[config.mk]
export PLATFORM = sky130hd
export DESIGN_NAME = memory_access_stage
export DESIGN_NICKNAME = d
export VERILOG_FILES = /design/src/rtl/memory_access_stage_pkg.sv /design/src/rtl/lsu_data_align.sv /design/src/rtl/memory_access_stage.sv
export SDC_FILE = /design/constraint.sdc
export NUM_CORES = 1
export LEC_CHECK = 0
export ABC_AREA = 1
export CAP_MARGIN = 10
export CORE_MARGIN = 4
export CORE_UTILIZATION = 33
export CTS_CLUSTER_DIAMETER = 60
export CTS_CLUSTER_SIZE = 25
export DETAILED_ROUTE_END_ITERATION = 16
export HOLD_SLACK_MARGIN = 0.03
export PLACE_DENSITY = 0.88
export SLEW_MARGIN = 10
export SYNTH_ARGS = -nofsm -noshare
export SYNTH_HDL_FRONTEND = slang
export SYNTH_SLANG_ARGS = --single-unit
[constraint.sdc]
create_clock -name clk -period 1.6 [get_ports clk]
set_input_delay 0.16 -clock clk [delete_from_list [all_inputs] [get_ports clk]]
set_output_delay 0.16 -clock clk [all_outputs]
set_load 0.05 [all_outputs]
[src/rtl/memory_access_stage_pkg.sv]
// Shared types and encodings for the memory access stage: FSM states,
// control_signal field positions and funct3 access-size/sign encodings.
package memory_access_stage_pkg;

  typedef enum logic [1:0] {
    ST_IDLE = 2'd0,
    ST_REQ  = 2'd1,
    ST_WAIT = 2'd2
  } mas_state_e;

  localparam int CTRL_RD_HI     = 11;
  localparam int CTRL_RD_LO     = 7;
  localparam int CTRL_WB_EN     = 6;
  localparam int CTRL_UNUSED    = 5;
  localparam int CTRL_MEM_READ  = 4;
  localparam int CTRL_MEM_WRITE = 3;
  localparam int CTRL_F3_HI     = 2;
  localparam int CTRL_F3_LO     = 0;

  localparam logic [1:0] SZ_BYTE = 2'b00;
  localparam logic [1:0] SZ_HALF = 2'b01;
  localparam logic [1:0] SZ_WORD = 2'b10;

  // funct3[2] set selects zero extension on loads
  localparam int F3_UNSIGNED = 2;

endpackage

[src/rtl/lsu_data_align.sv]
// Combinational lane steering: byte enables and write replication for the
// outgoing request, plus right-shift and sign/zero extension of load data.
module lsu_data_align
  import memory_access_stage_pkg::*;
#(
  parameter int size = 32
) (
  input  logic [2:0]      req_funct3_i,
  input  logic [1:0]      req_off_i,
  input  logic [size-1:0] store_data_i,
  output logic [3:0]      be_o,
  output logic [size-1:0] wdata_o,
  input  logic [2:0]      ld_funct3_i,
  input  logic [1:0]      ld_off_i,
  input  logic [size-1:0] load_data_i,
  output logic [size-1:0] load_result_o
);

  logic [3:0]      be_base;
  logic [size-1:0] shifted;
  logic            sign;

  always_comb begin
    be_base = 4'b1111;
    wdata_o = store_data_i;
    case (req_funct3_i[1:0])
      SZ_BYTE: begin
        be_base = 4'b0001;
        wdata_o = {(size/8){store_data_i[7:0]}};
      end
      SZ_HALF: begin
        be_base = 4'b0011;
        wdata_o = {(size/16){store_data_i[15:0]}};
      end
      default: ;
    endcase
    // Lanes shifted past bit 3 fall off: a misaligned access keeps only its low lanes
    be_o = be_base << req_off_i;
  end

  always_comb begin
    shifted = load_data_i >> {ld_off_i, 3'b000};
    sign    = 1'b0;
    case (ld_funct3_i[1:0])
      SZ_BYTE: begin
        sign          = ~ld_funct3_i[F3_UNSIGNED] & shifted[7];
        load_result_o = {{(size-8){sign}}, shifted[7:0]};
      end
      SZ_HALF: begin
        sign          = ~ld_funct3_i[F3_UNSIGNED] & shifted[15];
        load_result_o = {{(size-16){sign}}, shifted[15:0]};
      end
      default: load_result_o = shifted;
    endcase
  end

endmodule

[src/rtl/memory_access_stage.sv]
// MEM pipeline stage: issues data-memory requests (IDLE/REQ/WAIT), stalls
// upstream until the access retires, and registers the MEM/WB outputs.
// Define MEM_MISALIGN_CHECK_EN to trap misaligned half/word accesses.
module memory_access_stage
  import memory_access_stage_pkg::*;
#(
  parameter int size = 32
) (
  input  logic            clk,
  input  logic            reset,
  input  logic            ex_valid_i,
  input  logic [size-1:0] calculated_result_i,
  input  logic [size-1:0] store_data_i,
  input  logic [11:0]     control_signal_i,
  output logic            dmem_req_o,
  output logic            dmem_we_o,
  output logic [size-1:0] dmem_addr_o,
  output logic [3:0]      dmem_be_o,
  output logic [size-1:0] dmem_wdata_o,
  input  logic            dmem_gnt_i,
  input  logic            dmem_rvalid_i,
  input  logic [size-1:0] dmem_rdata_i,
  output logic            stall_o,
  output logic [size-1:0] data_from_mem_o,
  output logic            wb_valid_o,
  output logic            wb_we_o,
  output logic [4:0]      wb_rd_o,
  output logic [size-1:0] wb_data_o,
  output logic            misalign_o
);

  mas_state_e state_q, state_d;

  logic [4:0] rd;
  logic       wb_en, mem_read, mem_write;
  logic [2:0] funct3;
  logic [1:0] off;
  logic       ctrl_unused;
  logic       mem_op, misaligned, issue;

  logic       req, busy, retire, retire_load;
  logic       grant;

  logic [4:0] lat_rd_q;
  logic       lat_wb_en_q;
  logic [2:0] lat_f3_q;
  logic [1:0] lat_off_q;

  logic [size-1:0] load_result;

  logic            wb_valid_d, wb_we_d;
  logic [4:0]      wb_rd_d;
  logic [size-1:0] wb_data_d;
  logic            wb_valid_q, wb_we_q;
  logic [4:0]      wb_rd_q;
  logic [size-1:0] wb_data_q;

  assign rd          = control_signal_i[CTRL_RD_HI:CTRL_RD_LO];
  assign wb_en       = control_signal_i[CTRL_WB_EN];
  assign ctrl_unused = control_signal_i[CTRL_UNUSED];
  assign mem_read    = control_signal_i[CTRL_MEM_READ];
  assign mem_write   = control_signal_i[CTRL_MEM_WRITE];
  assign funct3      = control_signal_i[CTRL_F3_HI:CTRL_F3_LO];
  assign off         = calculated_result_i[1:0];

  assign mem_op = ex_valid_i & (mem_read | mem_write);

`ifdef MEM_MISALIGN_CHECK_EN
  logic misalign_q;

  always_comb begin
    misaligned = 1'b0;
    if (mem_op) begin
      case (funct3[1:0])
        SZ_HALF: misaligned = off[0];
        SZ_WORD: misaligned = |off;
        default: misaligned = 1'b0;
      endcase
    end
  end

  // Only an IDLE-state decode can trap; REQ/WAIT hold an already-issued access
  always_ff @(posedge clk) begin
    if (reset) misalign_q <= 1'b0;
    else       misalign_q <= (state_q == ST_IDLE) & misaligned;
  end

  assign misalign_o = misalign_q;
`else
  assign misaligned = 1'b0;
  assign misalign_o = 1'b0;
`endif

  assign issue = mem_op & ~misaligned;

  always_ff @(posedge clk) begin
    if (reset) state_q <= ST_IDLE;
    else       state_q <= state_d;
  end

  always_comb begin
    state_d = state_q;
    case (state_q)
      ST_IDLE: begin
        if (issue) begin
          if (!dmem_gnt_i)    state_d = ST_REQ;
          else if (!mem_write) state_d = ST_WAIT;
        end
      end
      ST_REQ: begin
        if (dmem_gnt_i) state_d = mem_write ? ST_IDLE : ST_WAIT;
      end
      ST_WAIT: begin
        if (dmem_rvalid_i) state_d = ST_IDLE;
      end
      default: state_d = ST_IDLE;
    endcase
  end

  always_comb begin
    req         = 1'b0;
    busy        = 1'b0;
    retire      = 1'b0;
    retire_load = 1'b0;
    case (state_q)
      ST_IDLE: begin
        req    = issue;
        busy   = issue;
        retire = ex_valid_i & (~mem_op | misaligned | (issue & dmem_gnt_i & mem_write));
      end
      ST_REQ: begin
        req    = 1'b1;
        busy   = 1'b1;
        retire = dmem_gnt_i & mem_write;
      end
      ST_WAIT: begin
        busy        = 1'b1;
        retire      = dmem_rvalid_i;
        retire_load = dmem_rvalid_i;
      end
      default: ;
    endcase
  end

  assign grant           = req & dmem_gnt_i;
  assign stall_o         = busy & ~retire;
  assign dmem_req_o      = req;
  assign dmem_we_o       = mem_write;
  assign dmem_addr_o     = {calculated_result_i[size-1:2], 2'b00};
  assign data_from_mem_o = calculated_result_i;

  // Load context captured at grant so WAIT does not depend on upstream inputs
  always_ff @(posedge clk) begin
    if (grant) begin
      lat_rd_q    <= rd;
      lat_wb_en_q <= wb_en;
      lat_f3_q    <= funct3;
      lat_off_q   <= off;
    end
  end

  lsu_data_align #(.size(size)) u_align (
    .req_funct3_i  (funct3),
    .req_off_i     (off),
    .store_data_i  (store_data_i),
    .be_o          (dmem_be_o),
    .wdata_o       (dmem_wdata_o),
    .ld_funct3_i   (lat_f3_q),
    .ld_off_i      (lat_off_q),
    .load_data_i   (dmem_rdata_i),
    .load_result_o (load_result)
  );

  always_comb begin
    wb_valid_d = retire;
    wb_rd_d    = retire_load ? lat_rd_q : rd;
    wb_we_d    = retire & (retire_load ? lat_wb_en_q : (wb_en & ~mem_op));
    wb_data_d  = retire_load ? load_result : calculated_result_i;
  end

  always_ff @(posedge clk) begin
    if (reset) begin
      wb_valid_q <= 1'b0;
      wb_we_q    <= 1'b0;
      wb_rd_q    <= '0;
      wb_data_q  <= '0;
    end else begin
      wb_valid_q <= wb_valid_d;
      wb_we_q    <= wb_we_d;
      wb_rd_q    <= wb_rd_d;
      wb_data_q  <= wb_data_d;
    end
  end

  assign wb_valid_o = wb_valid_q;
  assign wb_we_o    = wb_we_q;
  assign wb_rd_o    = wb_rd_q;
  assign wb_data_o  = wb_data_q;

endmodule

==> flow_summary.toml <==
[floorplan]
ioPinCount = 256
overall_die_area_mm2 = 0.0131
row_count = 38
initial_utilization_pct = 34.1
dieWidth_um = 114
die_y_um = 114
core_area_mm2 = 0.0109

[worst_hold_path]
min_to = "lat_f3_q[0]$_DFFE_PP_"
hold_path_class = "in2reg"
hp-start = "control_signal_i[0]"
timing.hold.worst_path_depth = 2

[placement]
replace_congestion = 0.940
portBuffers = 251
place.detailed.hpwl_mm = 11.8
number_of_cells_in_the_design_after_placement = 891

[synthesis]
yosysWarningCount = 0
number_of_standard_cells_after_synthesis = 559
synth_async_sr_flop_share_pct = 0
synthTopCellsByCount = "sky130_fd_sc_hd__nand2_1, sky130_fd_sc_hd__buf_4, sky130_fd_sc_hd__nor2_1"
synth.top_cell.area_share_pct = 22.0
post_synth_instance_area_mm2 = 0.00373
count_of_state_elements_after_synthesis = 52
synth.yosys.seq_area_share_pct = 30.9
postSynthAreaPerCell_um2 = 6.67
yosysMostFrequentCell = "sky130_fd_sc_hd__nand2_1"
synth.area.top_cells = "sky130_fd_sc_hd__dfxtp_1, sky130_fd_sc_hd__nand2_1, sky130_fd_sc_hd__buf_4"
number_of_synthesized_flops_with_an_enable_pin = 11
synth.largest_area_cell = "sky130_fd_sc_hd__dfxtp_1"
ys_types = 32
main_synth_ff_type = "sky130_fd_sc_hd__dfxtp_1"

[global_routing]
grt_antenna_before_repair = 2
via_count_of_the_first_global_routing_pass = 4200
wire_length_of_the_first_global_routing_pass_mm = 21.7
grt_start_max_net_pins = 36
track_usage_pct = 20.8
overflow = 0

[cts]
clock-sinks = 52
clockRootBuffer = "sky130_fd_sc_hd__clkbuf_16"
clock_path_buffers = 2
cts_buffers = 5
postCtsHoldBufs = 0
tritoncts = "yes"
clock_tree.htree_level_count = 2
clkSlewWorstSetupHoldPaths_ps = 70
clk-insertion-delay-late_ps = 290

[timing]
timing.final.setup_violations = 1
max_clock_freq_mhz = 606
setup-tns-final_ps = -50.4
max_slew_margin_pct = 64.8
post-route-period-util_pct = 103
skew_ps = 5.60
setup_repair_after_global_routing_missed_its_margin = "yes"
whs_ps = 387
final-hold-violation-count = 0
worst-slew-pin-transition_ps = 527
final_period_minus_worst_setup_slack_ps = 1650
max_transition_viols_final = 0
postLayoutSetupSlackWorst_ps = -50.4

[flow_run]
drv_cap = 0

[power_and_ir_drop]
part_of_the_power_in_combinational_logic_pct = 59.7
power.share.clock_pct = 18.7
design_power_total_uw = 7930
power_leakage_uw = 0.00345
power_frac_seq_pct = 21.6
max-vdd-ir-drop_uv = 751
power_density_mw_per_mm2 = 1090
swShare_pct = 42.5
p_int_uw = 4570
switching_power_uw = 3370

[cells_and_area]
area_growth_syn_to_layout_pct = 94.7
final_nets = 887
layout-drive-gt1-share_pct = 30.6
fillerInstances = 865
instances_no_fill = 913
area_of_the_multi_input_gates_mm2 = 0.00174
sequential_cell_area_mm2 = 0.00116
fin_util_pct = 66.4

[route]
num_vias = 4351
drtIter0Drc = 333
routed_wire_length_per_instance_um = 16.1
wl_mm = 14.7
route.detailed.drc = 0
first_pass_iters = 5
detail_route.vias_per_cell = 4.77
final_antenna_net_count = 0

[setup_path]
reg2reg_slack_ps = 30
worst-r2r-cell-count = 6
critical_path.reg2reg.endpoint = "wb_data_o[2]$_SDFF_PP0_"
worst_setup_path_start_kind = "flop"
timing.critical_path.arrival_ps = 1490
endpoint_kind = "primary output"
worst-endpoint-required_ps = 1440
critical_path_peak_fanout = 4
worstSetupPathType = "reg2out"
critical_path.reg2reg.startpoint = "lat_off_q[0]$_DFFE_PP_"

[outcome]
failed_checks = "negative setup slack"
outcome = "complete, but fails checks"
## sequential cells by signal, indices dropped and copies added, names as in the netlist
signal and count:
lat_rd_q 5, lat_f3_q 3, wb_data_o 32, lat_wb_en_q 1, wb_we_o 1, state_q 2, wb_rd_o 5, lat_off_q 2
wb_valid_o 1
## per-stage QoR
stage,cell area (um^2),setup slack (ps)
3_3_place_gp,6780,-31.2
5_1_grt,7260,-128
3_5_place_dp,6780,-50.4
2_1_floorplan,3740,-239
6_report,7260,-50.4
4_1_cts,7080,-39.4
## power groups by stage
stage	Combinational (uW)	Clock, uW	Sequential [uW]
final	4740	1480	1710
after global routing	5010	1560	1730
after CTS	4460	1520	1710
after detailed placement	4270	0	1700
after global placement	4180	0	1690
after floorplan	2060	0	2210
## critical path, cell delays in order (launching register included)
cell	delay, ps
sky130_fd_sc_hd__dfxtp_4	390
sky130_fd_sc_hd__inv_4	60
sky130_fd_sc_hd__ha_4	160
sky130_fd_sc_hd__nand2_4	60
sky130_fd_sc_hd__o21ai_1	70
sky130_fd_sc_hd__inv_1	80
sky130_fd_sc_hd__nand2_2	70
sky130_fd_sc_hd__nor3_4	150
sky130_fd_sc_hd__buf_12	160
## cell usage in the layout, fill, tap and decap left out, drive strengths merged
| master | synthesis | layout |
|---|---|---|
| nand2 | 160 | 160 |
| nor3 | 1 | 1 |
| o22ai | 1 | 1 |
| o21ai | 30 | 30 |
| dfxtp | 41 | 41 |
| dlymetal6s2s | 0 | 1 |
| a22oi | 1 | 1 |
| a21oi | 24 | 24 |
| conb | 1 | 3 |
| clkinvlp | 0 | 1 |
| nor2 | 68 | 68 |
| buf | 93 | 183 |
| nand3 | 46 | 46 |
| bufinv | 0 | 2 |
| a31oi | 8 | 8 |
| dlygate4sd2 | 0 | 2 |
| clkbuf | 8 | 8 |
| ha | 4 | 4 |
| edfxtp | 11 | 11 |
| o21a | 1 | 1 |
| o211ai | 8 | 8 |
| clkinv | 1 | 1 |
| diode | 0 | 2 |
| clkdlybuf4s50 | 0 | 115 |
| inv | 52 | 51 |
## logic make-up after synthesis
group | count (synthesis) | share of synthesized area [%]
buffers and inverters | 154 | 24.9
adders and majority gates | 4 | 1.34
other | 1 | 0.101
and+or+nand+nor | 275 | 32.0
AOI/OAI and AO/OA | 73 | 10.8
DFF | 52 | 30.9
## final cells by class
cell class / count / area share (%)
flip-flops and latches: 52 / 16.0
inverters: 53 / 2.93
clock buffers: 6 / 2.07
multi-input cells: 355 / 24.0
diodes: 2 / 0.0690
repair buffers: 303 / 51.7
well taps: 140 / 2.41
clock inverters: 2 / 0.827
## how the worst max path moves through the flow
stage	slack, ps	to	depth (start not counted)	start
after global placement	-30	dmem_wdata_o[12]	6	control_signal_i[1]
after global routing	-130	stall_o	8	state_q[0]$_SDFFE_PP0P_
after floorplan	-240	dmem_wdata_o[10]	4	control_signal_i[1]
after detailed placement	-50	lat_off_q[1]$_DFFE_PP_	5	ex_valid_i
after CTS	-40	stall_o	8	state_q[0]$_SDFFE_PP0P_
final	-50	stall_o	8	state_q[0]$_SDFFE_PP0P_
## per-layer routing
metal,up-vias,part of all wire (%),global-route usage [%]
met3,20,9.6,5.97
met1,1989,35,22.5
met5,-,0,0
met4,0,2.0,5.46
li1,2106,-,-
met2,236,53,39.3
## timing repair
item	CTS	global route
buffers inserted	4	5
setup endpoints to repair	9	27
hold endpoints to repair	0	0
cloned	0	3
resized for setup	22	21
pin swaps	6	3
(Power assumes the default switching activity.)
